==> src/rtl/dot_seq_accum.sv <==
// dot_seq_accum: feeds a 4-lane dot-product datapath from dual-read memories and accumulates saturated row sums
// Ports:
//   clk, rst_n                    clock (rising edge), asynchronous active-low reset
//   i_start, i_len, i_base_addr   row request, group count and first group address (sampled in IDLE)
//   o_rd_en, o_rd_addr            memory read strobe and group address (data returns next cycle)
//   i_rd_a_0..3, i_rd_b_0..3      signed memory operands
//   o_mac_en, o_mac_a/b_0..3      datapath enable and operand pass-through
//   i_mac_valid, i_mac_sum        datapath result valid and signed 4-lane partial sum
//   o_busy, o_done                not-IDLE flag and one-cycle completion pulse
//   o_dot_out, o_sat, o_err       saturated result, clip flag, sticky missing-valid flag
module dot_seq_accum #(
    parameter int ADDR_W   = 8,
    parameter int MULT_LAT = 3,
    parameter int ACC_W    = 24
) (
    input  logic                     clk,
    input  logic                     rst_n,
    input  logic                     i_start,
    input  logic [ADDR_W-1:0]        i_len,
    input  logic [ADDR_W-1:0]        i_base_addr,
    output logic                     o_rd_en,
    output logic [ADDR_W-1:0]        o_rd_addr,
    input  logic signed [15:0]       i_rd_a_0,
    input  logic signed [15:0]       i_rd_a_1,
    input  logic signed [15:0]       i_rd_a_2,
    input  logic signed [15:0]       i_rd_a_3,
    input  logic signed [15:0]       i_rd_b_0,
    input  logic signed [15:0]       i_rd_b_1,
    input  logic signed [15:0]       i_rd_b_2,
    input  logic signed [15:0]       i_rd_b_3,
    output logic                     o_mac_en,
    output logic signed [15:0]       o_mac_a_0,
    output logic signed [15:0]       o_mac_a_1,
    output logic signed [15:0]       o_mac_a_2,
    output logic signed [15:0]       o_mac_a_3,
    output logic signed [15:0]       o_mac_b_0,
    output logic signed [15:0]       o_mac_b_1,
    output logic signed [15:0]       o_mac_b_2,
    output logic signed [15:0]       o_mac_b_3,
    input  logic                     i_mac_valid,
    input  logic signed [15:0]       i_mac_sum,
    output logic                     o_busy,
    output logic                     o_done,
    output logic signed [15:0]       o_dot_out,
    output logic                     o_sat,
    output logic                     o_err
);
    typedef enum logic [1:0] {IDLE, ISSUE, DRAIN, FIN} state_t;

    localparam logic signed [ACC_W-1:0] ACC_MAX = ACC_W'(32767);
    localparam logic signed [ACC_W-1:0] ACC_MIN = ACC_W'(-32768);

    state_t                   r_state, w_state_nxt;
    logic [ADDR_W-1:0]        r_len, r_base, r_issue_cnt, r_take_cnt;
    logic                     r_mac_en;
    logic [MULT_LAT-1:0]      r_tok;
    logic signed [ACC_W-1:0]  r_acc;
    logic signed [15:0]       r_dot;
    logic                     r_sat, r_err;

    logic                     w_accept, w_pop, w_hi, w_lo;
    logic signed [ACC_W-1:0]  w_sum_ext, w_acc_nxt;
    logic signed [15:0]       w_dot;

    assign o_mac_a_0 = i_rd_a_0;
    assign o_mac_a_1 = i_rd_a_1;
    assign o_mac_a_2 = i_rd_a_2;
    assign o_mac_a_3 = i_rd_a_3;
    assign o_mac_b_0 = i_rd_b_0;
    assign o_mac_b_1 = i_rd_b_1;
    assign o_mac_b_2 = i_rd_b_2;
    assign o_mac_b_3 = i_rd_b_3;
    assign o_mac_en  = r_mac_en;
    assign o_dot_out = r_dot;
    assign o_sat     = r_sat;
    assign o_err     = r_err;

    // a token leaving the delay line marks the cycle its partial sum is on i_mac_sum
    assign w_accept  = (r_state == IDLE) && i_start;
    assign w_pop     = r_tok[MULT_LAT-1];
    assign w_sum_ext = {{(ACC_W-16){i_mac_sum[15]}}, i_mac_sum};
    assign w_acc_nxt = w_accept ? '0 : w_pop ? r_acc + w_sum_ext : r_acc;
    // clip the value the accumulator holds on entry to FIN so the result is visible with done
    assign w_hi      = w_acc_nxt > ACC_MAX;
    assign w_lo      = w_acc_nxt < ACC_MIN;
    assign w_dot     = w_hi ? 16'sh7fff : w_lo ? 16'sh8000 : w_acc_nxt[15:0];

    always_comb begin
        w_state_nxt = r_state;
        o_rd_en     = 1'b0;
        o_rd_addr   = '0;
        o_busy      = r_state != IDLE;
        o_done      = 1'b0;
        case (r_state)
            IDLE:  if (i_start) w_state_nxt = (i_len != '0) ? ISSUE : FIN;
            ISSUE: begin
                o_rd_en   = 1'b1;
                o_rd_addr = r_base + r_issue_cnt;
                if (r_issue_cnt == r_len - ADDR_W'(1)) w_state_nxt = DRAIN;
            end
            DRAIN: if (w_pop && (r_take_cnt + ADDR_W'(1) == r_len)) w_state_nxt = FIN;
            FIN: begin
                o_done      = 1'b1;
                w_state_nxt = IDLE;
            end
            default: w_state_nxt = IDLE;
        endcase
    end

    always_ff @(posedge clk or negedge rst_n) begin
        if (!rst_n) begin
            r_state     <= IDLE;
            r_len       <= '0;
            r_base      <= '0;
            r_issue_cnt <= '0;
            r_take_cnt  <= '0;
            r_mac_en    <= 1'b0;
            r_tok       <= '0;
            r_acc       <= '0;
            r_dot       <= '0;
            r_sat       <= 1'b0;
            r_err       <= 1'b0;
        end else begin
            r_state  <= w_state_nxt;
            r_mac_en <= o_rd_en;
            r_tok    <= MULT_LAT'({r_tok, r_mac_en});
            r_acc    <= w_acc_nxt;
            if (w_accept) begin
                r_len       <= i_len;
                r_base      <= i_base_addr;
                r_issue_cnt <= '0;
                r_take_cnt  <= '0;
                r_err       <= 1'b0;
                r_sat       <= 1'b0;
            end else begin
                if (o_rd_en) r_issue_cnt <= r_issue_cnt + ADDR_W'(1);
                if (w_pop) r_take_cnt <= r_take_cnt + ADDR_W'(1);
                if (w_pop && !i_mac_valid) r_err <= 1'b1;
            end
            if (w_state_nxt == FIN) begin
                r_dot <= w_dot;
                r_sat <= w_hi | w_lo;
            end
        end
    end
endmodule

==> config.mk <==
export PLATFORM = sky130hd
export DESIGN_NAME = dot_seq_accum
export DESIGN_NICKNAME = d
export VERILOG_FILES = /design/src/rtl/dot_seq_accum.sv
export SDC_FILE = /design/constraint.sdc
export NUM_CORES = 1
export LEC_CHECK = 0
export CAP_MARGIN = 0
export CORE_ASPECT_RATIO = 0.7
export CORE_UTILIZATION = 42
export CTS_CLUSTER_DIAMETER = 60
export DETAILED_ROUTE_END_ITERATION = 8
export PLACE_DENSITY = 0.94
export SLEW_MARGIN = 20
export SYNTH_ARGS = -nofsm -noshare
export SYNTH_HDL_FRONTEND = slang
export SYNTH_SLANG_ARGS = --single-unit
==> constraint.sdc <==
create_clock -name clk -period 4.8 [get_ports clk]
set_clock_uncertainty 0.2 [all_clocks]
set_input_delay 0.48 -clock clk [delete_from_list [all_inputs] [get_ports clk]]
set_output_delay 0.48 -clock clk [all_outputs]
set_load 0.005 [all_outputs]
# ---- Word-level counts from Yosys, hierarchy flattened
# Index checks and enable logic that the tools add are counted.
dict set report classes {
  div 0
  shift 0
  n_eq_ne 6
  muxes 20
  mul 0
  n_bitwise 1
  n_lt_le_gt_ge 2
  n_reduce_logical 11
  n_addsub 5
}
# op n
set op_table {}
lappend op_table {{two-way mux 24 bit} 2}
lappend op_table {{two-way mux 8 bit} 5}
lappend op_table {{two-way mux 16 bit} 2}
lappend op_table {{adder 24 bit} 1}
lappend op_table {{greater-than comparator 24 x 16 -> 1 bit, second input constant} 1}
lappend op_table {{< comparator 24 x 16 -> 1 bit, second input constant} 1}
lappend op_table {{adder 8 x 1 -> 8 bit, second input constant} 2}
lappend op_table {{equality test 8 bit} 2}
lappend op_table {{nonzero test 2 bit} 5}
lappend op_table {{adder 8 bit} 1}
lappend op_table {{two-way mux 2 bit} 4}
lappend op_table {{case mux 2 bit (4 select lines)} 1}
lappend op_table {{nonzero test 8 bit} 1}
lappend op_table {{subtractor 8 x 1 -> 8 bit, second input constant} 1}
lappend op_table {{equality test 2 bit, second input constant} 3}
lappend op_table {{two-way mux 1 bit} 6}
lappend op_table {{logical AND 1 bit} 3}
lappend op_table {{equality test 2 x 1 -> 1 bit, second input constant} 1}
lappend op_table {{zero test 2 bit} 1}
lappend op_table {{zero test 1 bit} 1}
lappend op_table {{OR 1 bit} 1}
dict set report totals {
  memories 0
  word_cells 56
  input_bits 164
  rom_bits 0
  ramBits 0
  ff_bits 80
  latch_bits 0
  output_inout_bits 158
}

# ---- Logic depth before layout (Yosys ltp)
dict set report logic_depth {
  ltp_word 7
  mapped_depth 13
  mapped_depth_nobuf 12
}

# ---- Least setup slack after synthesis
# OpenSTA, ideal clock, no wires.
dict set report synth_timing {
  path_type {in2reg}
  from {input port i_mac_sum[0]}
  to {register r_dot[3] (netlist: o_dot_out[3])}
  stages 13
  t_arrival_ns 3.262
  setup_ns 0.080
  setup_slack_ns 1.258
  n_path_buf 1
  path_cell_list {ha_1 > inv_1 > fa_1 > nand2b_1 > a21oi_2 > o41ai_2 > o31ai_2 > nor4b_2 > nor3_1 > or4_1 > o31a_1 > buf_6 > o22ai_2}
}
dict set report synth_via {
  elab_chain_len 6
  elab_cells_between_ends 7
}
# item line
set synth_lines {}
lappend synth_lines {{start: declaration} 41} ;# input logic signed [15:0] i_mac_sum,
lappend synth_lines {{adder 24 bit *} 82} ;# assign w_acc_nxt = w_accept ? '0 : w_pop ? r_acc + w_sum_ext : r_acc;
lappend synth_lines {{two-way mux 24 bit * (2 in a row)} 82}
lappend synth_lines {{< comparator 24 x 16 -> 1 bit} 85} ;# assign w_lo = w_acc_nxt < ACC_MIN;
lappend synth_lines {{two-way mux 16 bit} 86} ;# assign w_dot = w_hi ? 16'sh7fff : w_lo ? 16'sh8000 : w_acc_nxt[15:0];
lappend synth_lines {{two-way mux 16 bit *} 86}
lappend synth_lines {{end signal: assignment} 141} ;# r_dot <= w_dot;
lappend synth_lines {{end: declaration} 58} ;# logic signed [15:0] r_dot;
# Every way passes the cells marked *; elsewhere a longest branch is shown, timed or not.
# A chain may end at the register's enable or synchronous reset.

# ---- Worst setup path after layout
dict set report layout_timing {
  from {input port i_mac_sum[0]}
  to {register r_dot[14] (netlist: o_dot_out[14])}
}
# The elaborated chain is that of the path after synthesis.

==> impl.org <==
** Synthesis
- Count of state elements after synthesis :: 80
- In this run the cell area of the synthesized design comes to 6500 um^2.
- When the netlist entered floorplanning its net count stood at between 900 and 1,000.
- Of all flip-flops after synthesis, the portion carrying an async set or reset was 1.00.
- The share of the Yosys chip area taken by registers is 0.308.
- The synthesized-area fraction occupied by ao, oa, aoi and oai cells was 0.175.
- Synth cell types :: 70
- By area, the combinational part of the netlist is dominated by simple AND/OR/NAND/NOR gates.
- Synthesized area per cell :: 8.54 um^2
- Synthesis produced between 700 and 800 cells.
- Of the total synthesized cell area, the portion taken by full adders, half adders and majority gates is 0.0696.
- Yosys Warn Count :: 0
- The most used flip-flop cell after synthesis is dfrtp_1.
- Area share of xor/xnor cells in the synthesized design :: 0.0633
- Of the total synthesized cell area, the portion taken by AND, OR, NAND and NOR gates is 0.181.
- The portion of synthesized area spent on multiplexers is 0.0264.
- In this run, synthesis inferred 0 flip-flops with an integrated enable.

** Worst setup path
- The worst setup path is captured at a flip-flop.
- Critical setup path kind :: in -> reg
- Maximum net fanout on the critical path :: 14
- Cells along the critical path :: clkdlybuf4s50_1 -> ha_1 -> inv_1 -> fa_1 -> nand2b_1 -> a21oi_2 -> o41ai_2 -> o31ai_2 -> nor4b_2 -> nor3_1 -> or4_1 -> o31a_1 -> buf_4 -> o22ai_1
- The number of buffers and inverters on the critical path is 3.
- CP top delay family :: compound AO/OA/AOI/OAI gates
- STA puts the critical path data required time at 4.86 ns.
- Crit path launch type :: input pin
- On the worst path, the slowest cell contributes a delay of 0.57 ns.
- Slowest cell on the critical path :: or4_1
- Data arrival at the endpoint of the critical path :: 4.14 ns

** Floorplanning
- The die covers 16,000 um^2.
- The floorplan has 37 rows.
- Number of I/O pins :: ~320
- Height of the die :: approximately 110 um
- The die is 151 um wide.
- Area inside the core boundary :: 14,900 um^2
- For this configuration, the core starts out at a cell density of 0.436.

** Clock network
- The tree is rooted in a clkbuf_16.
- After clock tree synthesis, the flow added hold-fix buffers numbering 0.
- The H-tree was split into 3 levels.
- Post-CTS timing repair inserted 0 buffers for setup.
- In this run, post-CTS repair resized a total of 0 instances.
- Total clock buffers created by CTS :: 9
- Clock tree from TritonCTS :: built
- CTS clock-pin slew for the worst setup and hold paths :: 0.07 ns
- At the later pin of the worst-skew pair, clock insertion delay measures about 0.34 ns.
- Maximum number of buffers from clock root to sink :: 2
- Total number of clock tree sinks :: 80

** Timing
- For the final routed database, the setup TNS stands at 0 ns.
- Post-layout minimum cycle time :: 4.08 ns
- Tightest Pin Transition :: 0.794 ns
- Setup violations remaining at the end of the flow were counted as 0.
- Max-slew violation count :: 0
- Relative slew slack :: 0.469
- In the finished design, the share of the clock period the worst path needs comes to 0.850.
- For this run, the top clock speed supported by timing is 245 MHz.
- Setup repair after global routing left no endpoint under its margin.
- Number of hold violations in the final report :: 25
- Across all hold checks on the routed design, the worst slack comes to -0.0269 ns.

** Cells and area
- Of the cells placed in the final design, the portion with a size suffix greater than 1 is 0.0704.
- Area growth, synth to finish :: 2.54%
- Number of nets in the finished design :: 890
- The number of antenna diodes in the final layout is 0.
- The finished cells cover 6670 um^2.
- Filler cell count in the final layout :: 1,393

** GRT
- Wire length of the first global-routing pass :: roughly 26,000 um
- Entering global routing, the biggest net connects 81 pins.
- Grt ovf :: 0
- The initial antenna violation count was 0.
- The number of global-route vias before repair is 4,988.
- GRT Resource Usage Total :: 0.209

** Pwr
- Power per cell area :: 625 nW/um^2
- After layout, the design draws a total of 0.00416 W.
- Max VDD drop :: approximately 260 uV
- In this run the static leakage power is 2.87 nW.

** Placed design
- Standard cell area after detailed placement :: between 6000 and 7000 um^2
- Port buffering added 65 buffers.
- Detailed placement ended at an HPWL of 12,300 um.
- At the end of routability-driven placement, the weighted congestion stood at 0.955.

** Route
- The count of nets left with antenna violations once routing finished came out at 0.
- The first TritonRoute pass finished after 5 iterations.
- Average routed wire per standard cell :: ~19 um
- Drt via density :: roughly 5.8
- The routed layout has 5,170 vias.
- The routed design has roughly 16,000 um of wire.
- After detailed routing, the number of remaining DRC violations is 0.
- After the first detailed-routing iteration, the DRC count stood at a little under 500.

** Outcome
- Status :: finished, violations left
- The checks that failed: negative hold slack.

** Flow run
- Maxcap violations :: 0

** Min path
- The path class of the tightest hold or removal check is in -> async.
## sequential cells by signal, indices dropped and copies added, names as in the netlist
signal,flops
r_acc,24
o_dot_out,16
r_base,8
r_issue_cnt,8
r_len,8
r_take_cnt,8
r_tok,3
r_state,2
o_err,1
o_mac_en,1
o_sat,1
## logic make-up after synthesis
group | after synthesis
and+or+nand+nor | 249
buffers and inverters | 174
AOI/OAI and AO/OA | 160
DFF | 80
xor gates and xnor gates | 47
adders and majority gates | 35
muxes | 17
## layout make-up
class | count | area, um^2 | share of cell area
timing repair buffer | 72 | 704 | 0.106
tap | 195 | 244 | 0.0366
sequential | 80 | 2000 | 0.300
clock inverter | 5 | 57.6 | 0.00863
inverter | 20 | 75.1 | 0.0113
clock buffer | 11 | 233 | 0.0349
multi-input combinational | 508 | 3350 | 0.503
## power breakdown
| part | switching, W | leakage, nW | internal (W) |
|---|---|---|---|
| Combinational | 0.00134 | 1.74 | 0.000996 |
| Clock | 0.000270 | 0.132 | 0.000402 |
| Sequential | 0.000234 | 0.992 | 0.000926 |
| Total | 0.00184 | 2.87 | 0.00232 |
## metrics by stage
step	setup WS, ns	cells	util
CTS	0.740	891	0.447
global route	0.511	891	0.447
finish	0.720	891	0.447
floorplan	1.26	762	-
global placement	0.534	875	0.428
detailed placement	0.404	875	0.428
## per-layer routing
| layer | vias up | share of wire | global-route usage |
|---|---|---|---|
| met2 | 306 | 0.40 | 0.264 |
| li1 | 2397 | - | - |
| met1 | 2406 | 0.44 | 0.289 |
| met4 | 4 | 0.027 | 0.0786 |
| met5 | - | 0.0085 | 0.0700 |
| met3 | 57 | 0.13 | 0.108 |
## Yosys cell counts, types with 11 or more instances
| library cell | number | area share |
|---|---|---|
| nor2_1 | 77 | 0.044 |
| xor2_1 | 16 | 0.022 |
| nor3_1 | 13 | 0.010 |
| clkbuf_1 | 15 | 0.0087 |
| ha_1 | 33 | 0.063 |
| buf_4 | 128 | 0.15 |
| a21oi_1 | 32 | 0.025 |
| dfrtp_1 | 80 | 0.31 |
| mux2i_1 | 16 | 0.025 |
| nand2_1 | 73 | 0.042 |
| inv_1 | 19 | 0.011 |
| xnor2_1 | 31 | 0.042 |
| nand4_1 | 13 | 0.013 |
| nand3_1 | 19 | 0.015 |
| o21ai_0 | 41 | 0.032 |
| a21o_1 | 11 | 0.013 |
## layout by cell type, fill, tap and decap left out, types with 19 or more instances in the layout
cell type	synthesis	routed
dfrtp_1	80	80
nor2_1	77	76
nand2_1	73	73
clkdlybuf4s50_1	0	64
o21ai_0	41	41
ha_1	33	33
a21oi_1	32	32
xnor2_1	31	31
inv_1	19	19
nand3_1	19	19
## final timing paths
check	startpoint	endpoint	slack (ns)	depth (start not counted)
max in group asynchronous	rst_n	o_dot_out[6]	3.92	1
hold reg to reg	r_tok[0]	r_tok[1]	0.17	0
setup reg to reg	r_acc[0]	o_dot_out[14]	0.97	13
hold / removal	rst_n	r_base[5]	-0.03	1
setup / recovery	i_mac_sum[0]	o_dot_out[14]	0.72	14
min in group clk	r_tok[0]	r_tok[1]	0.17	0
## worst reg2reg max path, stage by stage (launching register included)
cell,delay [ns]
dfrtp_1,0.35
ha_1,0.16
inv_1,0.05
fa_1,0.40
nand2b_1,0.19
a21oi_2,0.20
o41ai_2,0.13
o31ai_2,0.40
nor4b_2,0.27
nor3_1,0.14
or4_1,0.57
o31a_1,0.30
buf_4,0.20
o22ai_1,0.19
No activity file was read; power rests on OpenSTA's default activity.
